### src/rtl/rowop_pkg.sv
// rowop_pkg: shared types and constants for the row-operation sequencer.
// The optional divide-by-zero check is enabled with ROWOP_DIV0_CHECK_EN.
package rowop_pkg;

  localparam int NUM_PROGS  = 4;
  localparam int PROG_DEPTH = 16;
  localparam int DATA_W     = 8;
  localparam int PROG_W     = $clog2(NUM_PROGS);
  localparam int PC_W       = $clog2(PROG_DEPTH);

  typedef enum logic [2:0] {
    K_END    = 3'd0,
    K_LDX    = 3'd1,
    K_DIV    = 3'd2,
    K_MSUB_A = 3'd3,
    K_MSUB_B = 3'd4,
    K_RSVD5  = 3'd5,
    K_RSVD6  = 3'd6,
    K_RSVD7  = 3'd7
  } kind_e;

  typedef struct packed {
    kind_e      kind;
    logic [2:0] src_a;
    logic [2:0] src_b;
    logic [2:0] dst;
  } uop_t;

  typedef logic [2:0] state_t;
  localparam state_t S_IDLE   = 3'd0;
  localparam state_t S_INIT   = 3'd1;
  localparam state_t S_FETCH  = 3'd2;
  localparam state_t S_EXEC   = 3'd3;
  localparam state_t S_ANSWER = 3'd4;
  localparam state_t S_CHECK  = 3'd5;
  localparam state_t S_DONE   = 3'd6;

  localparam logic [2:0] REG_EXTRA = 3'd0;
  localparam logic [2:0] REG1      = 3'd1;
  localparam logic [2:0] REG2      = 3'd2;
  localparam logic [2:0] REG3      = 3'd3;
  localparam logic [2:0] REG4      = 3'd4;
  localparam logic [2:0] REG5      = 3'd5;
  localparam logic [2:0] REG6      = 3'd6;
  localparam logic [2:0] SOL_REG0  = REG3;
  localparam logic [2:0] SOL_REG1  = REG6;

  function automatic uop_t mk_uop(kind_e k, logic [2:0] a, logic [2:0] b, logic [2:0] d);
    mk_uop = '{kind: k, src_a: a, src_b: b, dst: d};
  endfunction

  // reg1..reg6 map to ld_vec bits 0..5; any other index loads nothing
  function automatic logic [5:0] dst_onehot(logic [2:0] d);
    dst_onehot = '0;
    if (d >= REG1 && d <= REG6) dst_onehot = 6'b000001 << (d - REG1);
  endfunction

endpackage

### src/rtl/rowop_prog_rom.sv
// rowop_prog_rom: NUM_PROGS x PROG_DEPTH micro-op ROM with a registered output.
module rowop_prog_rom
  import rowop_pkg::*;
(
  input  logic              clk_i,
  input  logic [PROG_W-1:0] prog_i,
  input  logic [PC_W-1:0]   pc_i,
  output uop_t              uop_o
);

  logic [PROG_W+PC_W-1:0] addr;
  uop_t                   rom_d;

  assign addr = {prog_i, pc_i};

  // Program table; unlisted slots read as END
  always_comb begin
    rom_d = mk_uop(K_END, REG_EXTRA, REG_EXTRA, REG_EXTRA);
    case (addr)
      // program 0: full two-equation reduction, fills all 16 slots
      6'h00: rom_d = mk_uop(K_LDX,    REG1, REG_EXTRA, REG_EXTRA);
      6'h01: rom_d = mk_uop(K_DIV,    REG_EXTRA, REG1, REG1);
      6'h02: rom_d = mk_uop(K_DIV,    REG_EXTRA, REG2, REG2);
      6'h03: rom_d = mk_uop(K_DIV,    REG_EXTRA, REG3, REG3);
      6'h04: rom_d = mk_uop(K_LDX,    REG4, REG_EXTRA, REG_EXTRA);
      6'h05: rom_d = mk_uop(K_MSUB_A, REG1, REG4, REG4);
      6'h06: rom_d = mk_uop(K_MSUB_A, REG2, REG5, REG5);
      6'h07: rom_d = mk_uop(K_MSUB_A, REG3, REG6, REG6);
      6'h08: rom_d = mk_uop(K_LDX,    REG5, REG_EXTRA, REG_EXTRA);
      6'h09: rom_d = mk_uop(K_DIV,    REG_EXTRA, REG4, REG4);
      6'h0A: rom_d = mk_uop(K_DIV,    REG_EXTRA, REG5, REG5);
      6'h0B: rom_d = mk_uop(K_DIV,    REG_EXTRA, REG6, REG6);
      6'h0C: rom_d = mk_uop(K_LDX,    REG2, REG_EXTRA, REG_EXTRA);
      6'h0D: rom_d = mk_uop(K_MSUB_B, REG1, REG4, REG1);
      6'h0E: rom_d = mk_uop(K_MSUB_B, REG2, REG5, REG2);
      6'h0F: rom_d = mk_uop(K_MSUB_B, REG3, REG6, REG3);
      // program 1: divide reg1 by reg4
      6'h10: rom_d = mk_uop(K_LDX,    REG4, REG_EXTRA, REG_EXTRA);
      6'h11: rom_d = mk_uop(K_DIV,    REG_EXTRA, REG1, REG1);
      // program 2: scale both solution registers by reg1
      6'h20: rom_d = mk_uop(K_LDX,    REG1, REG_EXTRA, REG_EXTRA);
      6'h21: rom_d = mk_uop(K_DIV,    REG_EXTRA, REG3, REG3);
      6'h22: rom_d = mk_uop(K_DIV,    REG_EXTRA, REG6, REG6);
      // program 3: one reserved-kind slot, then END
      6'h30: rom_d = mk_uop(K_RSVD5,  REG1, REG2, REG3);
      default: ;
    endcase
  end

  // Registered read
  always_ff @(posedge clk_i) begin
    uop_o <= rom_d;
  end

endmodule

### src/rtl/rowop_sequencer.sv
// rowop_sequencer: ROM-programmed row-reduction controller with answer check.
// Define ROWOP_DIV0_CHECK_EN to abort on a DIV whose divisor (regExtra) is 0.
//
// state  | meaning
// IDLE   | waiting for start
// INIT   | preset datapath registers
// FETCH  | registered micro-op available, decide END/EXEC
// EXEC   | drive decoded controls for one cycle, advance pc
// ANSWER | collect two Go answers
// CHECK  | compare reg3 then reg6 against answers
// DONE   | report done/correct, wait for start
module rowop_sequencer
  import rowop_pkg::*;
(
  input  logic              clk_i,
  input  logic              rst_i,
  input  logic              start_i,
  input  logic [PROG_W-1:0] eq_sel_i,
  input  logic              go_i,
  input  logic [DATA_W-1:0] answer_i,
  input  logic [DATA_W-1:0] sol_data_i,
  output logic              initalize_o,
  output logic              ld_extra_o,
  output logic [2:0]        select_extra_o,
  output logic [5:0]        ld_vec_o,
  output logic [2:0]        select_a_o,
  output logic [2:0]        select_b_o,
  output logic              mux_extra_o,
  output logic              mux_a_o,
  output logic              mux_b_o,
  output logic [1:0]        alu_mini_o,
  output logic [1:0]        alu_grand_o,
  output logic              busy_o,
  output logic              done_o,
  output logic              correct_o,
  output logic              error_o
);

  state_t                 state_q, state_d;
  logic [PROG_W-1:0]      prog_q, prog_d;
  logic [PC_W-1:0]        pc_q, pc_d;
  logic                   idx_q, idx_d;
  logic                   chk_q, chk_d;
  logic                   mism_q, mism_d;
  logic                   err_q, err_d;
  logic                   corr_q, corr_d;
  logic [1:0][DATA_W-1:0] ans_q, ans_d;
  uop_t                   uop_q;
  logic                   div_zero;
  logic                   miss;

  // ROM is addressed with next-state prog/pc so FETCH already sees its op
  rowop_prog_rom u_rom (
    .clk_i  (clk_i),
    .prog_i (prog_d),
    .pc_i   (pc_d),
    .uop_o  (uop_q)
  );

`ifdef ROWOP_DIV0_CHECK_EN
  // In a DIV, select_a points at regExtra, so sol_data is the divisor
  assign div_zero = (uop_q.kind == K_DIV) && (sol_data_i == '0);
`else
  assign div_zero = 1'b0;
`endif

  assign miss      = (sol_data_i != ans_q[chk_q]);
  assign busy_o    = (state_q != S_IDLE) && (state_q != S_DONE);
  assign done_o    = (state_q == S_DONE);
  assign correct_o = corr_q;
  // Only ever set when the divide-by-zero check is compiled in
  assign error_o   = err_q;

  // Next-state, bookkeeping and datapath control decode
  always_comb begin
    state_d        = state_q;
    prog_d         = prog_q;
    pc_d           = pc_q;
    idx_d          = idx_q;
    chk_d          = chk_q;
    mism_d         = mism_q;
    err_d          = err_q;
    corr_d         = corr_q;
    ans_d          = ans_q;
    initalize_o    = 1'b0;
    ld_extra_o     = 1'b0;
    select_extra_o = 3'd0;
    ld_vec_o       = 6'd0;
    select_a_o     = 3'd0;
    select_b_o     = 3'd0;
    mux_extra_o    = 1'b1;
    mux_a_o        = 1'b1;
    mux_b_o        = 1'b1;
    alu_mini_o     = 2'b00;
    alu_grand_o    = 2'b00;
    case (state_q)
      S_IDLE, S_DONE: begin
        if (start_i) begin
          state_d = S_INIT;
          prog_d  = eq_sel_i;
          pc_d    = '0;
          idx_d   = 1'b0;
          mism_d  = 1'b0;
          err_d   = 1'b0;
          corr_d  = 1'b0;
        end
      end
      S_INIT: begin
        initalize_o = 1'b1;
        state_d     = S_FETCH;
      end
      S_FETCH: begin
        state_d = (uop_q.kind == K_END) ? S_ANSWER : S_EXEC;
      end
      S_EXEC: begin
        case (uop_q.kind)
          K_LDX: begin
            ld_extra_o     = 1'b1;
            select_extra_o = uop_q.src_a;
          end
          K_DIV: begin
            select_a_o  = REG_EXTRA;
            select_b_o  = uop_q.src_b;
            alu_grand_o = 2'b11;
            ld_vec_o    = dst_onehot(uop_q.dst);
          end
          K_MSUB_A: begin
            select_a_o  = uop_q.src_a;
            select_b_o  = uop_q.src_b;
            alu_mini_o  = 2'b10;
            mux_a_o     = 1'b0;
            alu_grand_o = 2'b01;
            ld_vec_o    = dst_onehot(uop_q.dst);
          end
          K_MSUB_B: begin
            select_a_o  = uop_q.src_a;
            select_b_o  = uop_q.src_b;
            mux_extra_o = 1'b0;
            alu_mini_o  = 2'b10;
            mux_b_o     = 1'b0;
            alu_grand_o = 2'b01;
            ld_vec_o    = dst_onehot(uop_q.dst);
          end
          default: ;
        endcase
        pc_d    = pc_q + PC_W'(1);
        state_d = (pc_q == PC_W'(PROG_DEPTH - 1)) ? S_ANSWER : S_FETCH;
        if (div_zero) begin
          ld_vec_o = 6'd0;
          err_d    = 1'b1;
          corr_d   = 1'b0;
          state_d  = S_DONE;
        end
      end
      S_ANSWER: begin
        if (go_i) begin
          ans_d[idx_q] = answer_i;
          idx_d        = ~idx_q;
          if (idx_q) begin
            state_d = S_CHECK;
            chk_d   = 1'b0;
            mism_d  = 1'b0;
          end
        end
      end
      S_CHECK: begin
        select_a_o = chk_q ? SOL_REG1 : SOL_REG0;
        chk_d      = 1'b1;
        mism_d     = mism_q | miss;
        if (chk_q) begin
          corr_d  = !(mism_q | miss) && !err_q;
          state_d = S_DONE;
        end
      end
      default: state_d = S_IDLE;
    endcase
  end

  // State and bookkeeping registers with synchronous reset
  always_ff @(posedge clk_i) begin
    if (rst_i) begin
      state_q <= S_IDLE;
      prog_q  <= '0;
      pc_q    <= '0;
      idx_q   <= 1'b0;
      chk_q   <= 1'b0;
      mism_q  <= 1'b0;
      err_q   <= 1'b0;
      corr_q  <= 1'b0;
      ans_q   <= '0;
    end else begin
      state_q <= state_d;
      prog_q  <= prog_d;
      pc_q    <= pc_d;
      idx_q   <= idx_d;
      chk_q   <= chk_d;
      mism_q  <= mism_d;
      err_q   <= err_d;
      corr_q  <= corr_d;
      ans_q   <= ans_d;
    end
  end

endmodule
### config.mk
export PLATFORM = sky130hd
export DESIGN_NAME = rowop_sequencer
export DESIGN_NICKNAME = d
export VERILOG_FILES = /design/src/rtl/rowop_pkg.sv /design/src/rtl/rowop_prog_rom.sv /design/src/rtl/rowop_sequencer.sv
export SDC_FILE = /design/constraint.sdc
export NUM_CORES = 1
export LEC_CHECK = 0
export BUFFER_PORTS_ARGS = -buffer_cell sky130_fd_sc_hd__clkbuf_2
export CELL_PAD_IN_SITES_DETAIL_PLACEMENT = 1
export CELL_PAD_IN_SITES_GLOBAL_PLACEMENT = 1
export CORE_UTILIZATION = 44
export CTS_CLUSTER_DIAMETER = 200
export DETAILED_ROUTE_END_ITERATION = 6
export PLACE_DENSITY_LB_ADDON = 0.1
export SLEW_MARGIN = 20
export SYNTH_ARGS = -nofsm -noshare
export SYNTH_HDL_FRONTEND = slang
export SYNTH_SLANG_ARGS = --single-unit
### constraint.sdc
create_clock -name clk_i -period 6.1 [get_ports clk_i]
set_clock_uncertainty 0.05 [all_clocks]
set_input_delay 1.22 -clock clk_i [delete_from_list [all_inputs] [get_ports clk_i]]
set_output_delay 1.22 -clock clk_i [all_outputs]
set_load 0.01 [all_outputs]
-- Yosys cells after proc, flatten, opt, wreduce, memory -nomap -nowiden
Index checks and enable logic that the tools add are counted.
- word-level logic and storage cells: 134
- output and inout port bits: 28
- input port bits: 22
- register bits after elaboration: 41
- mux-type cells: 47
- equality and inequality tests: 38
- shift-type cells: 1
- bitwise logic cells: 2
- reduce and logical (&&, ||, !) cells: 26
- $add $sub $neg: 2
- magnitude comparators: 5
- operators with widths (kind ; count):
    12-bit one-hot mux with 17 select lines ; 1
    6-bit by 4-bit == test with 1-bit output, second input constant ; 8
    3-bit 2-to-1 mux ; 12
    6-bit by 3-bit == test with 1-bit output, second input constant ; 4
    6-bit == test, second input constant ; 4
    8-bit 2-to-1 mux ; 3
    6-bit 2-to-1 mux ; 3
    3-bit one-hot mux with 6 select lines ; 1
    16-bit bitwise mux ; 1
    2-bit OR reduction ; 7
    3-bit by 2-bit == test with 1-bit output, second input constant ; 4
    3-bit == test, second input constant ; 4
    6-bit by 2-bit == test with 1-bit output, second input constant ; 2
    6-bit by 5-bit == test with 1-bit output, second input constant ; 2
    1-bit 2-to-1 mux ; 12
    2-bit 2-to-1 mux ; 5
    3-bit AND reduction ; 3
    8-bit demux with 1-bit select ; 1
    2-bit inequality test, second input constant ; 4
    8-bit inequality test ; 1
    4-bit one-hot mux with 2 select lines ; 1
    4-bit AND reduction ; 2
    3-bit by 1-bit == test with 1-bit output, second input constant ; 2
    6-bit by 1-bit == test with 1-bit output, second input constant ; 1
    other kinds (24) ; 33

-- Depth between registers and ports, before layout
- depth in word-level cells: 7
- depth in mapped cells: 8

-- Hierarchy
A second synthesis with hierarchy kept.
- cells, all modules: 270
- area total of the unflattened synthesis: 2297.2 um^2
- by module, submodules not included (module ; cells each ; area an instance (um^2) ; seq. area each (um^2) ; times used):
    rowop_sequencer ; 198 ; 1689.1 ; 580.6 ; 1
    rowop_prog_rom ; 72 ; 608.1 ; 240.2 ; 1

-- Worst setup path before layout
OpenSTA, ideal clock, no wires.
- kind: reg2out
- from: reg state_q[1]
- to: out ld_vec_o[2]
- buffers on the path: 2
- stages on the path, launching flop included: 7
- setup slack: 3.022 ns
- arrival: 1.808 ns
- path through: dfxtp_1 buf_2 buf_2 nand2_1 a21oi_1 nand2_1 nor4b_1
- longest elaborated chain between the ends: 2
- RTL lines (element ; line ; RTL):
    start: declaration ; rowop_sequencer.sv:39 ; state_t state_q, state_d;
    start signal: assignment ; rowop_sequencer.sv:192 ; state_q <= state_d;
    3-bit by 2-bit == test with 1-bit output ; rowop_sequencer.sv:96 ; case (state_q)
    6-bit 2-to-1 mux ; rowop_sequencer.sv:96 ;
    end: declaration ; rowop_sequencer.sv:25 ; output logic [5:0] ld_vec_o,
Every way passes these cells.

-- Final worst setup path
- from: reg state_q[0]
- to: out ld_vec_o[2]
Same word-level chain as after synthesis.

==> flow_summary_export.csv <==
group,metric,value,unit
outcome,status,"complete, no violations",
final_layout,fin_util,0.5377,
power_and_ir_drop,p_per_area,366.6,nW/µm²
floorplan,start_util,0.4685,
grt,grt_pass1_wl,11120,µm
floorplan,rows,26,
timing,slew_violations,0,
hold_path,hold_path_class,"register to register",
critical_path,cp.required,4.83,ns
timing,slew_headroom,0.4400,
synth,muxShareOfSynthArea,0.1224,
clock_network,clk_path_buf_depth,2,
final_layout,area_growth,14.79,%
placed_design,gp_congestion,0.8276,
final_layout,mostFrequentLayoutCells,"clkbuf_2 (47), nor2_1 (45), dfxtp_1 (41)",
final_layout,fill_cells,661,
synth,ys_types,64,
critical_path,cp-start-kind,"register",
timing,hold_viol,0,
grt,grtUsageTotal,0.2356,
timing,hold_slack,0.4480,ns
floorplan,die_w,76.68,µm
detailed_routing,wl_per_cell,16.40,µm
grt,antenna_found_initial,0,
job,drv_cap,0,
placed_design,placed_area,2696,µm²
clock_network,post_cts_resized,0,
grt,grt_max_degree,30,
timing,setup_violations,0,
timing,min_period,3.849,ns
synth,async_flop_share,0,
grt,grt_pass1_vias,2283,
clock_network,post_cts_buffers,0,
timing,rsz0062_at_grt,"false",
timing,max_clock_freq,0.2598,GHz
synth,synth_ff_type,"dfxtp_1",
detailed_routing,first_pass_iters,4,
final_layout,antenna-diode-count,0,
synth,synthAdderAreaFrac,0.01530,
placed_design,dpl.hpwl,4711,µm
detailed_routing,drtIter0Drc,111,
floorplan,dieArea,5879,µm²
clock_network,h-tree-depth,2,
critical_path,criticalPathCategory,"register to primary output",
detailed_routing,drc,0,
synth,synth_area,2454,µm²
clock_network,cts_tree,"built",
floorplan,die_y,76.68,µm
critical_path,crit_fanout,19,
detailed_routing,drt-vias-per-instance,5.637,
clock_network,hold_buffers,0,
critical_path,max_stage_delay,0.71,ns
power_and_ir_drop,power,1.033,mW
synth,yosysSeqAreaShare,0.3345,
synth,synth_cells,296,
clock_network,cts_made_buffers,5,
placed_design,portBuffers,47,
timing,fin_crit_sh,0.6310,
clock_network,ctsRootBufferMaster,"clkbuf_8",
final_layout,drive_gt1_frac,0.2269,
power_and_ir_drop,power_leakage,1.154,nW
synth,synth_top_family_by_area,"simple AND/OR/NAND/NOR gates",
final_layout,fin_nets,359,
critical_path,path_cells,"nor2b_4, nand2_1, a21oi_1, nand2_1, nor4b_1, clkbuf_2",
synth,postSynthRegisterBits,41,
synth,synth-edff-count,0,
grt,grt-ovfl-total,0,
critical_path,path_buf_inv,1,
synth,synth_xor_area_frac,0.03570,
detailed_routing,wl,6641,µm
clock_network,clock_latency,0.29,ns
critical_path,critPathTopFamily,"simple AND/OR/NAND/NOR gates",
clock_network,clkTransAtPathRegs,0.08,ns
critical_path,end_kind,"primary output",
critical_path,cp_common_cell,"nand2_1",
timing,tightest_slew,0.8331,ns
floorplan,core,5238,µm²
synth,synth-simple-area-share,0.2871,
final_layout,final_common_cell,"clkbuf_2",
power_and_ir_drop,vdd_drop_max,176.2,µV
floorplan,ios,50,
synth,yosysWarnings,0,
detailed_routing,num_vias,2283,
final_layout,design_area,2816,µm²
timing,setup_tns,0,ns
synth,syn_area_per_cell,8.289,µm²
critical_path,crit_arrival,2.58,ns
critical_path,critPathSlowestCell,"dfxtp_1",
detailed_routing,drtAntennaViolNets,0,
clock_network,cts_sinks,41,
synth,synth_compound_area_frac,0.1560,
==> metal layers <==
layer | routed length, µm | vias up | global-route usage
li1 | - | 1138 | -
met1 | 3148 | 1075 | 0.3120
met2 | 3161 | 63 | 0.3973
met3 | 262 | 7 | 0.03571
met4 | 69 | 0 | 0.05962
met5 | 0 | - | 0
==> stage by stage <==
step | setup WS (ns) | cells
5_1_grt | 1.992 | 405
3_5_place_dp | 2.552 | 397
2_1_floorplan | 3.022 | 297
4_1_cts | 2.187 | 405
6_report | 2.251 | 405
3_3_place_gp | 2.721 | 397
==> cell type report <==
| class | instances | area, µm² | share of cell area |
|---|---|---|---|
| inverter | 5 | 18.77 | 0.006664 |
| clock buffer | 6 | 82.58 | 0.02932 |
| sequential | 41 | 820.8 | 0.2914 |
| clock inverter | 2 | 37.54 | 0.01333 |
| tap | 70 | 87.58 | 0.03110 |
| timing repair buffer | 48 | 242.7 | 0.08618 |
| multi-input combinational | 233 | 1526 | 0.5420 |
==> final timing paths <==
kind | slack (ns) | startpoint | end | cells after the start
setup / recovery | 2.25 | state_q[0] | ld_vec_o[2] | 6
hold / removal | 0.45 | ans_q[6] | ans_q[6] | 2
setup reg to reg | 3.31 | state_q[2] | u_rom.uop_o[5] | 6
hold reg to reg | 0.45 | ans_q[6] | ans_q[6] | 2
==> state kept, by name, summed over array words and instances (netlist names) <==
signal       cells
ans_q           16
u_rom.uop_o     12
pc_q             4
state_q          3
prog_q           2
chk_q            1
correct_o        1
idx_q            1
mism_q           1
==> cell families (layout without fill, tap and decap cells) <==
family,Yosys count,in the layout
other,1,2
DFF,41,41
muxes,29,29
AOI/OAI and AO/OA,58,58
and+or+nand+nor,131,131
xor gates and xnor gates,10,10
adders and majority gates,3,3
buffers and inverters,23,61
==> power breakdown <==
part	switching [mW]	total (mW)	internal, mW
sequential	0.0815	0.391	0.310
clock	0.0997	0.233	0.133
combinational	0.243	0.409	0.166
==> synthesized netlist by cell type, types with 5 or more instances <==
master | instances | share of area
a21oi_1 | 18 | 0.037
and2_1 | 6 | 0.015
clkbuf_1 | 9 | 0.014
dfxtp_1 | 41 | 0.33
inv_1 | 5 | 0.0076
mux2i_1 | 25 | 0.10
nand2_1 | 20 | 0.031
nand3_1 | 10 | 0.020
nor2_1 | 45 | 0.069
nor3_1 | 16 | 0.033
o21ai_0 | 11 | 0.022
xor2_1 | 9 | 0.032
==> worst min-delay path, stage by stage, from the launching register on <==
cell and delay [ns]:
dfxtp_1 0.33, mux2i_1 0.06, nor2_1 0.07
No activity file was read; power rests on OpenSTA's default activity.
